## config.mk

```make
export PLATFORM = sky130hd
export DESIGN_NAME = conv_frame_ctrl_flat
export DESIGN_NICKNAME = d
export VERILOG_FILES = /design/src/rtl/conv_frame_ctrl_if.sv /design/src/rtl/conv_frame_ctrl.sv /design/src/flat_wrapper.sv
export SDC_FILE = /design/constraint.sdc
export NUM_CORES = 1
export LEC_CHECK = 0
export ABC_AREA = 1
export BUFFER_PORTS_ARGS = -buffer_cell sky130_fd_sc_hd__buf_2
export CAP_MARGIN = 20
export CORE_MARGIN = 1
export CORE_UTILIZATION = 40
export DETAILED_ROUTE_END_ITERATION = 16
export GPL_TIMING_DRIVEN = 0
export PLACE_DENSITY = 0.63
export SLEW_MARGIN = 20
export SYNTH_ARGS = -nofsm -noshare
export SYNTH_HDL_FRONTEND = slang
export SYNTH_SLANG_ARGS = --single-unit
```

## constraint.sdc

```tcl
create_clock -name clk_sig -period 4.98 [get_ports clk_sig]
set_clock_uncertainty 0.2 [all_clocks]
set_input_delay 0.249 -clock clk_sig [delete_from_list [all_inputs] [get_ports clk_sig]]
set_output_delay 0.249 -clock clk_sig [all_outputs]
set_load 0.01 [all_outputs]
```

## src/rtl/conv_frame_ctrl_if.sv

```systemverilog
// Handshake and status bundle between the frame controller and its upstream source / encoder sink.
// The master side drives requests and data; the slave side is the controller.
interface conv_frame_ctrl_if #(
    parameter int CW = 5
);
    logic          start_sig;
    logic          in_valid;
    logic          in_bit;
    logic          in_ready;
    logic          out_ready;
    logic          enc_clr;
    logic          enc_en;
    logic          enc_bit;
    logic [CW-1:0] counter_sig;
    logic          busy;
    logic          done_sig;

    modport master (
        output start_sig, in_valid, in_bit, out_ready,
        input  in_ready, enc_clr, enc_en, enc_bit, counter_sig, busy, done_sig
    );

    modport slave (
        input  start_sig, in_valid, in_bit, out_ready,
        output in_ready, enc_clr, enc_en, enc_bit, counter_sig, busy, done_sig
    );
endinterface

```

## src/rtl/conv_frame_ctrl.sv

```systemverilog
// Convolutional encoder frame controller: clears the encoder, shifts FRAME_LEN data bits,
// then flushes it with CONSTRAINT_LEN-1 zero tail bits before pulsing done.
module conv_frame_ctrl #(
    parameter int FRAME_LEN      = 16,
    parameter int CONSTRAINT_LEN = 3
) (
    input  logic              clk_sig,
    input  logic              reset_sig,
    conv_frame_ctrl_if.slave  bus
);
    localparam int LAST_IDX = FRAME_LEN + CONSTRAINT_LEN - 2;
    localparam int CW       = (LAST_IDX + 1 > 1) ? $clog2(LAST_IDX + 1) : 1;
    localparam logic [CW-1:0] DATA_LAST = CW'(FRAME_LEN - 1);
    localparam logic [CW-1:0] TAIL_LAST = CW'(LAST_IDX);
    localparam bit HAS_TAIL = (CONSTRAINT_LEN > 1);

    typedef enum logic [2:0] {
        IDLE,
        CLEAR,
        DATA,
        TAIL,
        DONE
    } state_t;

    state_t        state_q, state_d;
    logic [CW-1:0] counter_q, counter_d;
    logic          shift;
    logic          ready;
    logic          shift_bit;

    // The final shift of a frame reloads the counter with zero so it never passes LAST_IDX.
    always_comb begin
        state_d   = state_q;
        counter_d = counter_q;
        shift     = 1'b0;
        ready     = 1'b0;
        shift_bit = 1'b0;
        case (state_q)
            IDLE: begin
                if (bus.start_sig) begin
                    state_d = CLEAR;
                end
            end
            CLEAR: begin
                counter_d = '0;
                state_d   = DATA;
            end
            DATA: begin
                ready = bus.out_ready;
                if (bus.in_valid && bus.out_ready) begin
                    shift     = 1'b1;
                    shift_bit = bus.in_bit;
                    if (counter_q == DATA_LAST) begin
                        if (HAS_TAIL) begin
                            counter_d = counter_q + CW'(1);
                            state_d   = TAIL;
                        end else begin
                            counter_d = '0;
                            state_d   = DONE;
                        end
                    end else begin
                        counter_d = counter_q + CW'(1);
                    end
                end
            end
            TAIL: begin
                shift = bus.out_ready;
                if (bus.out_ready) begin
                    if (counter_q == TAIL_LAST) begin
                        counter_d = '0;
                        state_d   = DONE;
                    end else begin
                        counter_d = counter_q + CW'(1);
                    end
                end
            end
            DONE: begin
                counter_d = '0;
                state_d   = IDLE;
            end
            default: begin
                counter_d = '0;
                state_d   = IDLE;
            end
        endcase
    end

    always_ff @(posedge clk_sig or posedge reset_sig) begin
        if (reset_sig) begin
            state_q   <= IDLE;
            counter_q <= '0;
        end else begin
            state_q   <= state_d;
            counter_q <= counter_d;
        end
    end

    assign bus.in_ready    = ready;
    assign bus.enc_en      = shift;
    assign bus.enc_bit     = shift_bit;
    assign bus.enc_clr     = (state_q == CLEAR);
    assign bus.busy        = (state_q != IDLE);
    assign bus.done_sig    = (state_q == DONE);
    assign bus.counter_sig = counter_q;
endmodule

```

## src/flat_wrapper.sv

```systemverilog
// flat-port wrapper written by rule: the top's interface ports become plain ports
module conv_frame_ctrl_flat 
#(
    parameter int FRAME_LEN      = 16,
    parameter int CONSTRAINT_LEN = 3
)
  (clk_sig, reset_sig, bus_start_sig, bus_in_valid, bus_in_bit, bus_out_ready, bus_in_ready, bus_enc_clr, bus_enc_en, bus_enc_bit, bus_counter_sig, bus_busy, bus_done_sig);
  conv_frame_ctrl_if #(.CW(5)) bus_i ();
  input  logic clk_sig;
  input  logic reset_sig;
  input wire logic [$bits(bus_i.start_sig)-1:0] bus_start_sig;
  input wire logic [$bits(bus_i.in_valid)-1:0] bus_in_valid;
  input wire logic [$bits(bus_i.in_bit)-1:0] bus_in_bit;
  input wire logic [$bits(bus_i.out_ready)-1:0] bus_out_ready;
  output wire logic [$bits(bus_i.in_ready)-1:0] bus_in_ready;
  output wire logic [$bits(bus_i.enc_clr)-1:0] bus_enc_clr;
  output wire logic [$bits(bus_i.enc_en)-1:0] bus_enc_en;
  output wire logic [$bits(bus_i.enc_bit)-1:0] bus_enc_bit;
  output wire logic [$bits(bus_i.counter_sig)-1:0] bus_counter_sig;
  output wire logic [$bits(bus_i.busy)-1:0] bus_busy;
  output wire logic [$bits(bus_i.done_sig)-1:0] bus_done_sig;
  assign bus_i.start_sig = bus_start_sig;
  assign bus_i.in_valid = bus_in_valid;
  assign bus_i.in_bit = bus_in_bit;
  assign bus_i.out_ready = bus_out_ready;
  assign bus_in_ready = bus_i.in_ready;
  assign bus_enc_clr = bus_i.enc_clr;
  assign bus_enc_en = bus_i.enc_en;
  assign bus_enc_bit = bus_i.enc_bit;
  assign bus_counter_sig = bus_i.counter_sig;
  assign bus_busy = bus_i.busy;
  assign bus_done_sig = bus_i.done_sig;
  conv_frame_ctrl #(.FRAME_LEN(FRAME_LEN), .CONSTRAINT_LEN(CONSTRAINT_LEN)) u_core (.clk_sig(clk_sig), .reset_sig(reset_sig), .bus(bus_i));
endmodule
```

# --- Yosys cells after proc, flatten, opt, wreduce, memory -nomap -nowiden ---
# Cells that the tools add are included.
word_totals:
  reg_bits: 8
  in_bits: 6
  output_inout_bits: 11
  elab_cells: 35
classes:
  n_addsub: 1
  eq_ne: 11
  muxes: 15
  bitwise: 1
  reduce_logical: 5
op_table:
  columns: ["op", "count"]
  rows:
  - ["3-bit 2-to-1 mux", 5]
  - ["5-bit 2-to-1 mux", 3]
  - ["5-bit one-hot mux with 3 select lines", 1]
  - ["3-bit one-hot mux with 4 select lines", 1]
  - ["3-bit by 2-bit == test with 1-bit output, second input constant", 2]
  - ["2-bit by 1-bit inequality test with 1-bit output, second input constant", 3]
  - ["5-bit by 1-bit adder with 5-bit output, second input constant", 1]
  - ["5-bit by 4-bit == test with 1-bit output, second input constant", 1]
  - ["5-bit == test, second input constant", 1]
  - ["5-bit AND reduction", 1]
  - ["1-bit 2-to-1 mux", 4]
  - ["2-bit inequality test, second input constant", 2]
  - ["3-bit by 1-bit == test with 1-bit output, second input constant", 1]
  - ["3-bit == test, second input constant", 1]
  - ["3-bit zero test", 1]
  - ["3-bit AND reduction", 1]
  - ["3-bit nonzero test", 1]
  - ["1-bit one-hot mux with 2 select lines", 1]
  - ["1-bit logical AND", 1]
  - ["1-bit inverter", 1]

# --- Logic depth before layout (Yosys ltp) ---
logic_depth:
  depth_word: 4
  mapped_depth: 10
  ltp_nobuf: 10

# --- Least setup slack after synthesis ---
# No wires, ideal clock.
synth_path:
  kind: "reg2reg"
  start: "reg u_core.counter_q[0] (netlist: u_core.bus.counter_sig[0])"
  end: "reg u_core.state_q[0]"
  setup_ns: 0.121
  t_arrival_ns: 1.355
  t_required_ns: 4.659
  setup_slack_ns: 3.304
  path_stages_with_launch: 10
  n_path_buf: 0
  synth_period_minus_slack_ns: 1.676
  path_cell_list: "dfrtp_1 -> ha_1 -> and3_1 -> ha_1 -> inv_1 -> nand3_1 -> nand2_1 -> nor2_1 -> nand2_1 -> nand2_1"
synth_via:
  elab_chain_cells: 3
  elab_cells_between_ends: 5
  classes_between: "4 x eq/ne; 1 x reduce/logical"
synth_rtl:
  columns: ["item", "line_no", "source"]
  rows:
  - ["start: declaration", "conv_frame_ctrl.sv:26", "logic [CW-1:0] counter_q, counter_d;"]
  - ["start signal: assignment", "conv_frame_ctrl.sv:94", "counter_q <= counter_d;"]
  - ["5-bit == test / 5-bit by 4-bit == test with 1-bit output (equally long branches)", "conv_frame_ctrl.sv:69, conv_frame_ctrl.sv:53", null]
  - ["2-bit by 1-bit inequality test with 1-bit output (no source line)", null, null]
  - ["5-bit AND reduction (no source line) *", null, null]
  - ["end signal: assignment", "conv_frame_ctrl.sv:93", "state_q <= state_d;"]
  - ["end: declaration", "conv_frame_ctrl.sv:25", "state_t state_q, state_d;"]
# Mark *: on every way between the ends. The rest lies on a longest branch, timed or not.
# A chain may end at the register's enable or synchronous reset.

# --- Final worst setup path ---
layout_path:
  start: "reg u_core.state_q[1]"
  end: "out bus_enc_bit"
layout_via:
  elab_chain_cells: 2
layout_rtl:
  columns: ["item", "line_no", "source"]
  rows:
  - ["3-bit by 2-bit == test with 1-bit output", "conv_frame_ctrl.sv:38", "case (state_q)"]
  - ["1-bit 2-to-1 mux", "conv_frame_ctrl.sv:38", null]
  - ["end: declaration", "flat_wrapper.sv:18", "output wire logic [$bits(bus_i.enc_bit)-1:0] bus_enc_bit;"]
# No other way between the ends.

==> summary.md <==
The flow ran to the end, and the final reports show no timing, DRC or antenna violations. The horizontal die dimension works out to 39.9 um. Class of the most critical hold timing path: in2reg. Before antenna repair, the detailed router went through 7 iterations.

The instance count after placement with tap cells included came out at 113. After floorplanning, the core was sized to cover 0.00132 mm2. The run gives 137 as the layout filler cell count.

The insertion delay to the later sink of the worst-skew pair is 0.25 ns. Setup repair after global routing left no endpoint under its margin. The tools report the floorplan row count as 13.

Summed over all layers, the global routing overflow is 0. The number of top-level pins was 17; the highest clock rate was 0.545 GHz. The delay contributed by the slowest stage of the critical path works out to 0.41 ns.

Post-synthesis area per instance: 7.02 um2. The worst setup path is launched from a flop. Using the TritonRoute via totals, the vias-per-cell ratio works out to 4.70. For the aggregate negative setup slack, the log shows 0 ns. The critical path goes through inv_2 -> nor2_4 -> nand2_1 -> nor2_2 -> and3_1 -> buf_2. The root buffer cell was sky130_fd_sc_hd__clkbuf_4. The effective utilization at floorplan came out at 43.7%. The worst pin sits at a relative slew slack of 79.0%. Across all setup checks in the final design, the least slack found is 3.14 ns.

The logs give 0.423 nW for the reported leakage power and 82 for the gate count after technology mapping. Across the run, the number of max-cap violations was 0. The number of warnings issued by yosys was 0; the combined buffer and inverter count along the critical path was 2. Detailed placement finished with a half-perimeter wire length of 854 um.

The post-synthesis register bit count was 8; the number of setup violations in the final report was 0. The wire length of the first global-routing pass is 1.69 mm. The run gives 323 um2 as the area of the multi-input gates. TritonCTS built the clock tree.

Dividing the final minimum period by the clock period gives 36.9%. The number of antenna violations at the first check in global routing came out at 0. The maximum buffer depth of the clock tree was 2. The die outline area came out at 0.00159 mm2.

The final instance count without filler cells was 117; the number of nets in the layout was 113. For the total routing usage reported by global routing, the log shows 15.8%. The share of the Yosys chip area taken by registers is 34.8%. After clock tree synthesis, the clock-pin slew on the worst setup and hold paths is 0.05 ns.

Critical setup path kind: reg2out. The total number of H-tree levels was 1. STA puts the critical path data arrival time at 1.39 ns. Of all nets on the critical path, the largest fanout is 5. The power density over cell area was 560 mW/mm2; the post-CTS setup buffer count was 0.

The data required time of the worst path was 4.53 ns; the number of max-slew violations in the final report was 0. The average wire per cell in the routed design is 8.82 um. In this run the remaining antenna-violating nets after routing total 0. The post-synthesis cell type count was 19; the post-placement setup slack was 3.26 ns. The largest total area in the synthesized netlist belongs to sky130_fd_sc_hd__dfrtp_1.

The slowest stage of the critical path is the sky130_fd_sc_hd__dfrtp_1 cell. The final estimated routing congestion in global placement was 0.722; the height of the die was 39.9 um. The total nets after synthesis came out at 91.

Grouping stages by cell kind, the critical path spends the most delay in simple AND/OR/NAND/NOR gates. STA classifies the critical path endpoint as a primary output. The post-detailed-route DRC marker count is 0.

Entering global routing, the biggest net connects 9 pins. For this block, the routed nets add up to 1.03 mm of wire. The run gives 0 as the number of hold-slack violations in the final timing report.

The worst-margin pin slew was 0.312 ns; the post-layout minimum cycle time was 1.84 ns. The share of final-layout standard cells stronger than drive strength 1 was 26.5%. The detailed router finished its first iteration with 10 violations. The antenna diode count is 0, and the layout-stage area growth over the synthesis result is 22.8%.

Counting the buffers created by CTS gives 3. The tree built by TritonCTS fans out to 8 sinks. The maximum ir drop on the vdd rail was 0.257 mV.

By area the synthesized netlist is led by sky130_fd_sc_hd__dfrtp_1, sky130_fd_sc_hd__nand2_1, sky130_fd_sc_hd__ha_1. Total via count in the routed design: 550. The register area was 200 um2. Summing every instance area after synthesis gives 576 um2. Summed over its instances, the top area cell type makes up 34.8% of the synthesized netlist area.

The via count of the first global-routing pass was 441; the count of buffers inserted at the top-level ports was 16.
## repair_timing
item / in CTS / in global routing
hold buffers: 1 / 0
gates resized for setup: 0 / 0
endpoints found under the hold margin: 8 / 0
## cell usage after synthesis, drive strengths merged
cell type / n
nand2: 29
inv: 14
dfrtp: 8
nor2: 8
nand3: 4
nand3b: 4
ha: 3
nor3: 3
a21oi: 2
and3: 2
o21bai: 2
nand4: 1
o21ai: 1
xor2: 1
## cell usage in the layout, fill, tap and decap left out, types with 2 or more instances in the layout
cell	count
sky130_fd_sc_hd__nand2_1	28
sky130_fd_sc_hd__buf_2	16
sky130_fd_sc_hd__inv_1	10
sky130_fd_sc_hd__dfrtp_1	8
sky130_fd_sc_hd__nor2_1	6
sky130_fd_sc_hd__inv_2	4
sky130_fd_sc_hd__nand3_1	4
sky130_fd_sc_hd__nand3b_1	4
sky130_fd_sc_hd__nor3_1	3
sky130_fd_sc_hd__ha_1	3
sky130_fd_sc_hd__clkbuf_4	3
sky130_fd_sc_hd__and3_1	2
sky130_fd_sc_hd__o21bai_1	2
## flip-flops by register name, summed over array words and instances, names as in the netlist
register	count
u_core.bus.counter_sig	5
u_core.state_q	3
## cells by family (layout without fill, tap and decap cells)
logic type,Yosys count,after routing,share of synthesized area (%)
AOI/OAI and AO/OA,5,5,7.17
xor gates and xnor gates,1,1,1.52
adders and majority gates,3,3,6.52
buffers and inverters,14,34,9.13
DFF,8,8,34.8
and+or+nand+nor,51,51,40.9
## worst reg2reg max path, delay by kind of cell, from the launching register on
kind | cells | cell delay, ns
adder cells (fa/ha/maj) | 2 | 0.42
flip-flops | 1 | 0.43
buffers and inverters | 1 | 0.05
AND/OR/NAND/NOR | 6 | 0.52
## area by class of cell
class	count	share of cell area [%]
Sequential cell	8	28.3
Inverter	14	7.43
Tap cell	15	2.65
Timing Repair Buffer	17	12.7
Clock buffer	3	3.19
Multi-Input combinational cell	60	45.7
## stage by stage
step / hold slack (ns) / cell area, um2 / utilization [%] / power, mW
after global placement: -0.0120 / 674 / 51.2 / 0.352
after CTS: 0.238 / 707 / 53.7 / 0.398
after detailed placement: -0.00931 / 674 / 51.2 / 0.349
after global routing: 0.273 / 707 / 53.7 / 0.438
after floorplan: -0.135 / 576 / - / 0.291
final: 0.261 / 707 / 53.7 / 0.396
## report_power, final
part           internal (mW)  total (mW)  switching [mW]
sequential            0.0867       0.117          0.0304
combinational         0.0836       0.233           0.149
clock                 0.0273      0.0459          0.0186
## layer usage
metal | wire length [um] | part of all wire (%) | track usage, % | vias to the layer above
li1 | - | - | - | 299
met1 | 524 | 51 | 24.6 | 232
met2 | 429 | 42 | 22.6 | 17
met3 | 59 | 5.7 | 0 | 2
met4 | 18 | 1.7 | 7.76 | 0
met5 | 0 | 0 | 0 | -
## worst paths after layout
| check | start | end | slack [ns] | depth (start not counted) |
|---|---|---|---|---|
| setup / recovery | u_core.state_q[1] | bus_enc_bit | 3.14 | 6 |
| hold / removal | bus_start_sig | u_core.state_q[2] | 0.26 | 4 |
| setup reg to reg | u_core.bus.counter_sig[0] | u_core.state_q[0] | 3.24 | 9 |
| hold reg to reg | u_core.bus.counter_sig[4] | u_core.bus.counter_sig[4] | 0.30 | 2 |
| max in group asynchronous | reset_sig | u_core.bus.counter_sig[1] | 4.08 | 3 |
| min in group asynchronous | reset_sig | u_core.state_q[1] | 0.28 | 3 |
Power figures use the tool's default switching activity.
